==> config.mk <==
export PLATFORM = sky130hd
export DESIGN_NAME = fetch_unit
export DESIGN_NICKNAME = d
export VERILOG_FILES = /design/src/rtl/fetch_unit.sv
export SDC_FILE = /design/constraint.sdc
export NUM_CORES = 1
export LEC_CHECK = 0
export BUFFER_PORTS_ARGS = -buffer_cell sky130_fd_sc_hd__buf_4
export CORE_MARGIN = 2
export CORE_UTILIZATION = 37
export CTS_BUF_LIST = sky130_fd_sc_hd__clkbuf_16
export DETAILED_ROUTE_END_ITERATION = 10
export PLACE_DENSITY = 0.8
export SLEW_MARGIN = 20
export SYNTH_ARGS = -nofsm -noshare
export SYNTH_HDL_FRONTEND = slang
export SYNTH_SLANG_ARGS = --single-unit
==> constraint.sdc <==
create_clock -name CLK -period 2.06 [get_ports CLK]
set_input_delay 0.206 -clock CLK [delete_from_list [all_inputs] [get_ports CLK]]
set_output_delay 0.206 -clock CLK [all_outputs]
set_load 0.02 [all_outputs]
==> src/rtl/fetch_unit.sv <==
// Fetch stage: PC register, next-PC select and optional 16-entry branch predictor.
// Define BRANCH_PREDICT_EN to build the predictor table in; without it the Update_* inputs are ignored.
module fetch_unit (
   input  logic        CLK,
   input  logic        RST,
   input  logic        Stall_En,
   input  logic        Redirect_En,
   input  logic [31:0] Redirect_PC,
   input  logic        Update_En,
   input  logic [31:0] Update_PC,
   input  logic        Update_Taken,
   input  logic [31:0] Update_Target,
   output logic [31:0] PC_F,
   output logic [31:0] PC_Plus_4_F,
   output logic        Predict_Taken_F
);

   logic [31:0] pred_target;
   logic [31:0] pc_next;

   assign PC_Plus_4_F = PC_F + 32'd4;

`ifdef BRANCH_PREDICT_EN
   typedef struct packed {
      logic        valid;
      logic [25:0] tag;
      logic [1:0]  ctr;
      logic [29:0] tgt;
   } bp_entry_t;

   bp_entry_t  bpt [16];
   logic [3:0] look_idx, upd_idx;
   logic       look_hit, upd_hit;
   logic       unused_lsbs;

   assign look_idx        = PC_F[5:2];
   assign upd_idx         = Update_PC[5:2];
   assign look_hit        = bpt[look_idx].valid && (bpt[look_idx].tag == PC_F[31:6]);
   assign upd_hit         = bpt[upd_idx].valid && (bpt[upd_idx].tag == Update_PC[31:6]);
   assign Predict_Taken_F = look_hit && bpt[look_idx].ctr[1];
   assign pred_target     = {bpt[look_idx].tgt, 2'b00};
   assign unused_lsbs     = ^{Update_PC[1:0], Update_Target[1:0]};

   // Lookup reads the registered table, so a same-cycle update is only seen next cycle.
   always_ff @(posedge CLK) begin
      if (RST) begin
         for (int i = 0; i < 16; i++) begin
            bpt[i].valid <= 1'b0;
            bpt[i].ctr   <= 2'd1;
         end
      end else if (Update_En) begin
         if (upd_hit) begin
            if (Update_Taken) begin
               bpt[upd_idx].ctr <= (bpt[upd_idx].ctr == 2'd3) ? 2'd3 : bpt[upd_idx].ctr + 2'd1;
               bpt[upd_idx].tgt <= Update_Target[31:2];
            end else begin
               bpt[upd_idx].ctr <= (bpt[upd_idx].ctr == 2'd0) ? 2'd0 : bpt[upd_idx].ctr - 2'd1;
            end
         end else if (Update_Taken) begin
            bpt[upd_idx] <= '{valid: 1'b1, tag: Update_PC[31:6], ctr: 2'd2,
                              tgt: Update_Target[31:2]};
         end
      end
   end
`else
   logic unused_upd;

   assign Predict_Taken_F = 1'b0;
   assign pred_target     = PC_Plus_4_F;
   assign unused_upd      = ^{Update_En, Update_PC, Update_Taken, Update_Target};
`endif

   always_comb begin
      pc_next = PC_Plus_4_F;
      if (Redirect_En)          pc_next = Redirect_PC;
      else if (Stall_En)        pc_next = PC_F;
      else if (Predict_Taken_F) pc_next = pred_target;
   end

   always_ff @(posedge CLK) begin
      if (RST) PC_F <= 32'h0;
      else     PC_F <= pc_next;
   end

endmodule

After elaboration in Yosys (flattened, before gate mapping) --
Cells that the tools add are included.
Storage, ports and cells: register bits after elaboration 32, latch bits 0, memory bits (writable) 0, bits in read-only memories 0, input bits 102, logic and storage cells 5, memories kept 0
Cells by class: $add $sub $neg 1, multipliers 0, divide/modulo/power cells 0, $lt $le $gt $ge 0, eq/ne operators 1, shifts and indexed selects 0, multiplexer cells 2, bitwise gates (word level) 0, reductions and logical operators 0
Operators with widths (count):
- $mux W32 | 2
- $add A32 B3 Y32 const B | 1
- $ne A2 B1 Y1 const B | 1

Depth between registers and ports, before layout --
word-level depth 3, gate-level depth with buffers 6

Least setup slack after synthesis --
OpenSTA, ideal clock, no wires.
path type register -> output, start reg PC_F[16], end out PC_Plus_4_F[30], arrival time 2.149 ns, data required time 1.854 ns, slack -0.295 ns, cell stages (with the launch flop) 7, cell sequence dfxtp_1 > buf_2 > nand3_1 > nor4_2 > clkbuf_1 > nand4_1 > xnor2_1
Between the ends: longest elaborated chain between the ends 1
RTL lines:
- start: declaration | RTL line 13 | output logic [31:0] PC_F,
- start signal: assignment | RTL line 82 | else PC_F <= pc_next;
- $add A32 B3 Y32 | RTL line 21 | assign PC_Plus_4_F = PC_F + 32'd4;
- end: declaration | RTL line 14 | output logic [31:0] PC_Plus_4_F,
Every way passes these cells.

Worst setup path after layout --
start reg PC_F[3], end out PC_Plus_4_F[30]
Same word-level chain as after synthesis.

==> results.json <==
{
  "status": "completed",
  "synth_cells": 298,
  "synth.distinct_cells": 46,
  "num_io_pins": 167,
  "rows": 28,
  "vias": 2754,
  "cts_tree": "yes",
  "grt_usage_pct": 21.1,
  "dr.pass1.iters": 4,
  "top_register": "PC_F",
  "cts_sinks": 32,
  "first_global_vias": 2505,
  "antenna_left": 0,
  "wl_mm": 7.51,
  "min_path_type": "in2reg",
  "clk_latency_ps": 280,
  "die_y_um": 83.0,
  "cpMostUsedCell": "buf_6",
  "nNetsFinal": 526,
  "viasPerCell": 5.52,
  "fillers": 514,
  "cp_slowest_cell": "dfxtp_4",
  "grt_max_degree": 34,
  "critPathMaxStageDelay_ps": 360,
  "synth_seq_cells": 32,
  "worstPathRequired_ps": 1850,
  "grt-ovfl-total": 0,
  "period_minus_slack_ps": 2040,
  "worst_slack_ps": 22.1,
  "worstPathCellList": "ha_4, nand4_4, buf_6, nor2_4, buf_6, nand4_1, xnor2_2, buf_4",
  "critPathLaunchType": "register",
  "cap_violations": 0,
  "finalPower_uw": 1990,
  "grt_pass1_wl_mm": 12.1,
  "syn_area_um2": 2310,
  "power_density_nw_per_um2": 530,
  "clk_pin_slew_ps": 50,
  "gp_congestion": 0.779,
  "cts_buffers": 5,
  "fin_skew_ps": 6.38,
  "critPathTopFamily": "buffers and inverters",
  "reg_top3": "PC_F (32)",
  "initial_core_util_pct": 38.6,
  "core_area_um2": 5990,
  "clockBufferDepth": 2,
  "synth_async_sr_flop_share_pct": 0,
  "yosysSeqAreaShare_pct": 27.7,
  "drc": 0,
  "hpwl_mm": 5.24,
  "port-buffer-count": 99,
  "antenna_found_initial": 0,
  "post_drt_wl_per_cell_um": 15.0,
  "vdd_drop_max_v": 0.000385,
  "cp.arrival_ps": 1830,
  "crit_type": "reg2out",
  "hold_viol": 0,
  "synth_nets": 401,
  "slew_violations": 0,
  "synth_enable_flop_cells": 0,
  "cp-end-kind": "output port",
  "finalSetupViolCount": 0,
  "path_max_fanout": 5,
  "crit_buf_inv": 3,
  "antennaDiodeCount": 0,
  "leakage_uw": 0.00166,
  "post-place-ws_ps": 67.3,
  "finalSetupTns_ps": 0,
  "cts_root_buffer": "clkbuf_16",
  "drive_gt1_share_pct": 46.0,
  "htreeDepth": 2,
  "drtIter0Drc": 196,
  "period_share_pct": 98.9,
  "largest_register_ffs": 32,
  "fmax_ghz": 0.491,
  "synth_flop_cell": "dfxtp_1",
  "avgSynthCellArea_um2": 7.75,
  "ys_warn_count": 0,
  "dieArea_um2": 6890,
  "chipWidth_um": 83.0,
  "rsz0062_at_grt": "yes",
  "area_growth_pct": 62.4
}
-- metal layers --
layer | up-vias | share of wire [%] | track usage, % | routed length [µm]
met5 | - | 0 | 0 | 0
met4 | 0 | 1.6 | 7.15 | 121
met3 | 11 | 5.2 | 4.27 | 393
met2 | 99 | 50 | 35.3 | 3740
met1 | 1305 | 43 | 26.9 | 3260
li1 | 1339 | - | - | -
-- layout by cell type, fill, tap and decap left out, types with 5 or more instances in the layout --
| cell type | synthesis | final |
|---|---|---|
| a211oi_1 | 10 | 10 |
| a311oi_1 | 15 | 15 |
| and3_1 | 7 | 6 |
| buf_4 | 3 | 140 |
| buf_6 | 1 | 5 |
| clkbuf_16 | 0 | 5 |
| dfxtp_1 | 32 | 21 |
| dfxtp_4 | 0 | 7 |
| inv_1 | 8 | 8 |
| nand2_1 | 17 | 17 |
| nand3_1 | 17 | 16 |
| nand4_1 | 10 | 10 |
| nor2_1 | 37 | 36 |
| nor3_1 | 7 | 6 |
| o21ai_0 | 5 | 5 |
| o31ai_1 | 8 | 8 |
| or3_1 | 7 | 7 |
| or4_1 | 7 | 7 |
| xnor2_1 | 33 | 18 |
| xnor2_2 | 0 | 15 |
| xor2_1 | 5 | 5 |
-- layout make-up --
class	instances	area, µm²	share of cell area (%)
multi-input cells	228	1700	45.2
repair buffers	148	1120	29.9
flip-flops and latches	32	672	17.9
clock buffers	5	125	3.33
well taps	75	93.8	2.50
inverters	8	30.0	0.800
clock inverters	3	13.8	0.367
-- report_power, final --
group / leakage, µW / internal (µW) / switching, µW
logic: 0.00132 / 276 / 299
clock network: 0.0000710 / 438 / 259
registers: 0.000271 / 663 / 51.9
-- per-stage QoR --
stage | util [%] | cell area [µm²] | std cells | hold WS [ps]
2_1_floorplan | - | 2470 | 298 | 343
3_5_place_dp | 56.8 | 3400 | 477 | 448
3_3_place_gp | 56.8 | 3400 | 477 | 439
5_1_grt | 62.6 | 3750 | 499 | 175
6_report | 62.6 | 3750 | 499 | 169
4_1_cts | 60.7 | 3630 | 488 | 164
-- Yosys cell counts (2+ instances only) --
| library cell | number | area, µm² |
|---|---|---|
| a2111oi_0 | 3 | 26.3 |
| clkbuf_1 | 18 | 67.6 |
| mux2i_1 | 3 | 30.0 |
| buf_2 | 5 | 25.0 |
| or4_1 | 7 | 52.6 |
| nand2_1 | 17 | 63.8 |
| inv_1 | 8 | 30.0 |
| a211oi_1 | 10 | 75.1 |
| xnor2_1 | 33 | 289 |
| and2_1 | 3 | 18.8 |
| and4_1 | 4 | 35.0 |
| or3_1 | 7 | 43.8 |
| xor2_1 | 5 | 43.8 |
| nor2b_1 | 3 | 18.8 |
| o21ai_0 | 5 | 25.0 |
| nand3_1 | 17 | 85.1 |
| nor2_1 | 37 | 139 |
| nor3_1 | 7 | 35.0 |
| nand4_2 | 2 | 25.0 |
| o31ai_1 | 8 | 60.1 |
| nand4_1 | 10 | 62.6 |
| dfxtp_1 | 32 | 641 |
| nor4_2 | 2 | 25.0 |
| buf_4 | 3 | 22.5 |
| buf_1 | 3 | 11.3 |
| a21oi_1 | 3 | 15.0 |
| a311oi_1 | 15 | 131 |
| nor4_1 | 4 | 25.0 |
| and3_1 | 7 | 43.8 |
-- worst reg2reg max path: cells and delay by family (launching register included) --
family                 cells  cell delay [ps]
buffers and inverters      3              470
AOI/OAI and AO/OA          2              510
and+or+nand+nor            2              480
DFF                        1              370
-- logic make-up (layout without fill, tap and decap cells) --
family,Yosys count,after routing,share of synthesized area [%]
xor gates and xnor gates,38,38,14.4
DFF,32,32,27.7
adders and majority gates,1,1,0.541
muxes,3,3,1.30
AOI/OAI and AO/OA,52,52,17.3
other,1,1,0.162
buffers and inverters,38,164,7.25
and+or+nand+nor,133,133,31.3
-- timing repair --
item	in CTS	in global routing
endpoints found under the setup margin	19	23
cloned	2	1
resized for setup	19	13
setup buffers	1	10
hold buffers	0	0
pin swaps	2	11
-- worst paths after layout --
| kind | slack (ps) | from | endpoint | depth (start not counted) |
|---|---|---|---|---|
| worst min register to register | 520 | PC_F[1] | PC_F[1] | 2 |
| worst min-delay path | 170 | Redirect_PC[0] | PC_F[0] | 3 |
| worst max register to register | 90 | PC_F[21] | PC_F[28] | 7 |
| worst max-delay path | 20 | PC_F[3] | PC_Plus_4_F[30] | 8 |
Note: power is estimated with default switching activity, not from simulation.
